File: src/rtl/perceptron_seq.sv
// Sequencer for a single perceptron: clears the accumulator, steps the MAC over all inputs plus
// bias, thresholds the sum and optionally walks the weight-update pass on a misclassification.
module perceptron_seq #(
  parameter int unsigned N_INPUTS = 4,
  parameter int unsigned CNT_W    = 16,
  localparam int unsigned IDX_W   = $clog2(N_INPUTS + 1)
) (
  input  logic             clk_i,
  input  logic             reset_ni,
  input  logic             start_i,
  input  logic             train_i,
  input  logic             target_i,
  input  logic             sum_sign_i,
  input  logic             clr_cnt_i,
  output logic             busy_o,
  output logic [IDX_W-1:0] idx_o,
  output logic             acc_clr_o,
  output logic             mac_en_o,
  output logic             wt_we_o,
  output logic             upd_dir_o,
  output logic             y_o,
  output logic             done_o,
  output logic [CNT_W-1:0] err_cnt_o
);

  typedef enum logic [2:0] {
    StIdle,
    StClear,
    StMac,
    StAct,
    StUpdate,
    StDone
  } state_e;

  // Index N_INPUTS addresses the bias weight (implied input of 1).
  localparam logic [IDX_W-1:0] LastIdx = IDX_W'(N_INPUTS);

  state_e           state_q, state_d;
  logic [IDX_W-1:0] idx_q, idx_d;
  logic             train_q, train_d;
  logic             tgt_q, tgt_d;
  logic             y_q, y_d;
  logic [CNT_W-1:0] cnt_q, cnt_d;
  logic             cnt_inc;

  always_ff @(posedge clk_i or negedge reset_ni) begin
    if (!reset_ni) begin
      state_q <= StIdle;
      idx_q   <= '0;
      train_q <= 1'b0;
      tgt_q   <= 1'b0;
      y_q     <= 1'b0;
      cnt_q   <= '0;
    end else begin
      state_q <= state_d;
      idx_q   <= idx_d;
      train_q <= train_d;
      tgt_q   <= tgt_d;
      y_q     <= y_d;
      cnt_q   <= cnt_d;
    end
  end

  always_comb begin
    state_d = state_q;
    idx_d   = idx_q;
    train_d = train_q;
    tgt_d   = tgt_q;
    y_d     = y_q;
    cnt_inc = 1'b0;
    unique case (state_q)
      StIdle: begin
        if (start_i) begin
          state_d = StClear;
          train_d = train_i;
          tgt_d   = target_i;
        end
      end
      StClear: begin
        idx_d   = '0;
        state_d = StMac;
      end
      StMac: begin
        if (idx_q == LastIdx) begin
          idx_d   = '0;
          state_d = StAct;
        end else begin
          idx_d = idx_q + IDX_W'(1);
        end
      end
      StAct: begin
        // Sign bit clear means sum >= 0, i.e. positive class.
        y_d = ~sum_sign_i;
        if (train_q && (~sum_sign_i != tgt_q)) begin
          state_d = StUpdate;
          cnt_inc = 1'b1;
        end else begin
          state_d = StDone;
        end
      end
      StUpdate: begin
        if (idx_q == LastIdx) begin
          idx_d   = '0;
          state_d = StDone;
        end else begin
          idx_d = idx_q + IDX_W'(1);
        end
      end
      StDone: begin
        state_d = StIdle;
      end
      default: begin
        state_d = StIdle;
        idx_d   = '0;
      end
    endcase
  end

  // Clear wins over a same-cycle increment; the counter saturates at all-ones.
  always_comb begin
    cnt_d = cnt_q;
    if (clr_cnt_i) begin
      cnt_d = '0;
    end else if (cnt_inc && (cnt_q != '1)) begin
      cnt_d = cnt_q + CNT_W'(1);
    end
  end

  assign busy_o    = (state_q != StIdle);
  assign idx_o     = idx_q;
  assign acc_clr_o = (state_q == StClear);
  assign mac_en_o  = (state_q == StMac);
  assign wt_we_o   = (state_q == StUpdate);
  assign upd_dir_o = (state_q == StUpdate) && tgt_q;
  assign done_o    = (state_q == StDone);
  assign y_o       = y_q;
  assign err_cnt_o = cnt_q;

endmodule

File: config.mk
export PLATFORM = sky130hd
export DESIGN_NAME = perceptron_seq
export DESIGN_NICKNAME = d
export VERILOG_FILES = /design/src/rtl/perceptron_seq.sv
export SDC_FILE = /design/constraint.sdc
export NUM_CORES = 1
export LEC_CHECK = 0
export CAP_MARGIN = 10
export CORE_ASPECT_RATIO = 1.25
export CORE_MARGIN = 3
export CORE_UTILIZATION = 40
export CTS_CLUSTER_DIAMETER = 40
export DETAILED_ROUTE_END_ITERATION = 7
export MAX_ROUTING_LAYER = met4
export PLACE_DENSITY = 0.8
export SYNTH_ARGS = -nofsm -noshare
export SYNTH_HDL_FRONTEND = slang
export SYNTH_SLANG_ARGS = --single-unit
File: constraint.sdc
create_clock -name clk_i -period 1.7 [get_ports clk_i]
set_clock_uncertainty 0.05 [all_clocks]
set_input_delay 0.34 -clock clk_i [delete_from_list [all_inputs] [get_ports clk_i]]
set_output_delay 0.34 -clock clk_i [all_outputs]
set_load 0.02 [all_outputs]
==> flow_summary.ini <==
[worst_setup_path]
critPathMaxFanout = 4
rr_worst_depth = 5
worstSetupPathType = register to register
max_stage_delay_ns = 0.43
path_cells = buf_6, and4_4, a211o_1, or4_1, a21oi_1
end_kind = register
critPathArrivalTime_ns = 1.94
cp_num_cells = 5
path_delay_family = simple AND/OR/NAND/NOR gates
cp_slowest_cell = or4_1
cp.required_ns = 1.84
rrSetupSlack_ns = -0.09
start_kind = register
cp_num_buf_inv = 1

[grt]
grt_first_pass_wirelength_um = 6906
antenna_found_initial = 0
grt.total_usage = 0.2005
grt_pass1_vias = 1523
gr-total-overflow = 0
grt_max_degree = 26

[floorplan]
dieArea_mm2 = 0.004626
io_pins = 33
row_count = 24
floorplan.initialDensity = 0.4264
die_h_um = 75.30
core_region_area_mm2 = 0.003603
die_x_um = 61.44

[synth]
synth_cells = 159
synth_top_cell_area_share = 0.4072
synthDistinctLibCells = 42
ys_async_sr_fraction = 1.000
yosysWarnings = 0
ys.flop_type = dfrtp_1
syn-cell-area_mm2 = 0.001536
synth_area_leader_cell = dfrtp_1
ys_seq_area_frac = 0.4072
synth-seq-cells = 25
syn_nets = 169
synth_area_leaders = dfrtp_1 41%, mux2_2 4.4%, a21oi_1 3.6%
synth_area_per_cell_um2 = 9.663
synth_edf_count = 0

[routing]
totalWireLength_um = 4473
num_vias = 1550
vias_per_cell = 5.699
routedWlPerCell_um = 16.44
antenna_left = 0
first_pass_iters = 4
drcViolationCount = 0
first_iter_violations = 77

[final_layout]
drive_above_1_share = 0.4163
syn2layout_area_growth_pct = 56.19
seq_area_um2 = 633.1
n_antenna_cell = 0
n_fill_cell = 264
layout.nets = 244
multi_input_area_um2 = 997.2

[placement]
gp_congestion = 0.8108
hpwl_um = 2823
io_buffers = 32

[sta]
holdWs_ns = 0.3795
worst_slew_pin_slew_ns = 0.4028
fin_ws_ns = -0.09233
final.period_utilization = 1.054
min_period_ns = 1.792
max_freq_mhz = 557.9
rsz0062_at_grt = yes
slew_headroom = 0.7294
final_max_slew_viol_count = 0
setup_viol = 9
hold_viol = 0

[clock_network]
cts_buffer_depth = 2
clkSinkCount = 25
cts_tree = done
cts_root_buffer = clkbuf_8
worstSkewPairLatency_ns = 0.27
numCtsBuffers = 3
cts_htree_levels = 1
clk_pin_slew_ns = 0.09

[outcome]
violations = setup timing
status = finished with violations

[pwr]
power.density_mw_per_mm2 = 1054
irDropWorstVdd_uv = 802.4
p_total_w = 0.002529
p_leak_nw = 1.166

[run]
maxCapViolCount = 0

[worst_hold_path]
hp-class = primary input to async pin
## per-stage QoR
step / area [um^2] / util / TNS, ns / setup slack (ns) / cells
after floorplan: 1559 / - / -0.003418 / -0.001709 / 159
after global placement: 2126 / 0.5899 / -5.623 / -0.4275 / 254
after detailed placement: 2126 / 0.5899 / -5.821 / -0.4531 / 254
after CTS: 2243 / 0.6226 / -0.01477 / -0.01477 / 267
after global routing: 2400 / 0.6660 / -0.8702 / -0.2005 / 272
final: 2400 / 0.6660 / -0.1542 / -0.09233 / 272
## power breakdown
group / internal [W] / switching [W] / total, W / leakage [nW]
clock: 0.000164 / 0.000202 / 0.000366 / 0.0255
combinational: 0.000685 / 0.000653 / 0.00134 / 0.811
sequential: 0.000702 / 0.000123 / 0.000825 / 0.329
## registers in the layout (all words and copies together), names as in the netlist
name	flops
err_cnt_o	16
idx_o	3
state_q	3
tgt_q	1
train_q	1
y_o	1
## layout make-up
cell class              count  share of cell area
repair buffers             76              0.2701
clock inverters             1            0.002086
clock buffers               3             0.01721
multi-input cells         121              0.4155
inverters                   7             0.01095
well taps                  39             0.02033
flip-flops and latches     25              0.2638
## final timing paths
path,start,endpoint
setup / recovery,err_cnt_o[10]$_DFFE_PN0P_,err_cnt_o[10]$_DFFE_PN0P_
hold / removal,reset_ni,state_q[0]$_DFFE_PN0P_
setup reg to reg,err_cnt_o[10]$_DFFE_PN0P_,err_cnt_o[10]$_DFFE_PN0P_
hold reg to reg,y_o$_DFFE_PN0P_,y_o$_DFFE_PN0P_
max in group asynchronous,reset_ni,err_cnt_o[9]$_DFFE_PN0P_
min in group clk_i,y_o$_DFFE_PN0P_,y_o$_DFFE_PN0P_
## routing by layer
layer,wire length [um],share of wire,GRT usage,up-vias
met5,0,0,-,-
met4,75,0.017,0.05660,0
met3,134,0.030,0.02034,8
met2,2318,0.52,0.3353,42
met1,1944,0.43,0.2567,757
li1,-,-,-,743
## cells in the final DEF, fill, tap and decap left out, types with 3 or more instances in the layout
master           synthesis  layout
nand2_1                 12      12
nor3_4                   0       3
clkdlybuf4s50_1          0       6
or3_1                    3       3
dfrtp_2                  0       6
a21oi_2                  0       3
o31ai_1                  6       6
o21ai_0                  7       5
nor3_1                   8       3
nand3_1                  4       3
and2_1                   3       3
nor2_1                  10       7
clkbuf_8                 0       3
mux2_4                   0       3
inv_1                    7       6
and3_1                   5       5
nor2b_1                  5       5
dfrtp_1                 25      19
a21oi_1                 11       8
buf_6                    2       6
mux2_2                   6       3
nand4_1                  6       6
dlygate4sd2_1            0      19
buf_4                    0      40
## timing repair
action / CTS / global route
gates resized for setup: 57 / 32
pin swaps: 7 / 10
endpoints found under the setup margin: 37 / 22
hold buffers: 0 / 0
hold endpoints to repair: 0 / 0
setup buffers: 9 / 6
## cells in the mapped netlist (2+ instances only)
library cell,n
or4_1,4
a21oi_1,11
nor3_1,8
nor2_1,10
or3_1,3
o22ai_1,2
o21ai_0,7
and3_1,5
nand4_1,6
buf_6,2
nand2_1,12
or2_2,2
o31ai_1,6
ha_1,3
mux2_2,6
nor4_1,2
nand3_1,4
buf_2,2
mux2i_1,2
clkbuf_1,2
inv_1,7
dfrtp_1,25
nor2b_1,5
nand2b_1,3
and2_1,3
## kinds of logic after synthesis
family                     after synthesis  synth area share
buffers and inverters                   13           0.04316
AOI/OAI and AO/OA                       33            0.1352
adders and majority gates                3           0.02443
muxes                                    9           0.06433
DFF                                     25            0.4072
xor gates and xnor gates                 2           0.02362
and+or+nand+nor                         74            0.3021
(Power assumes the default switching activity.)
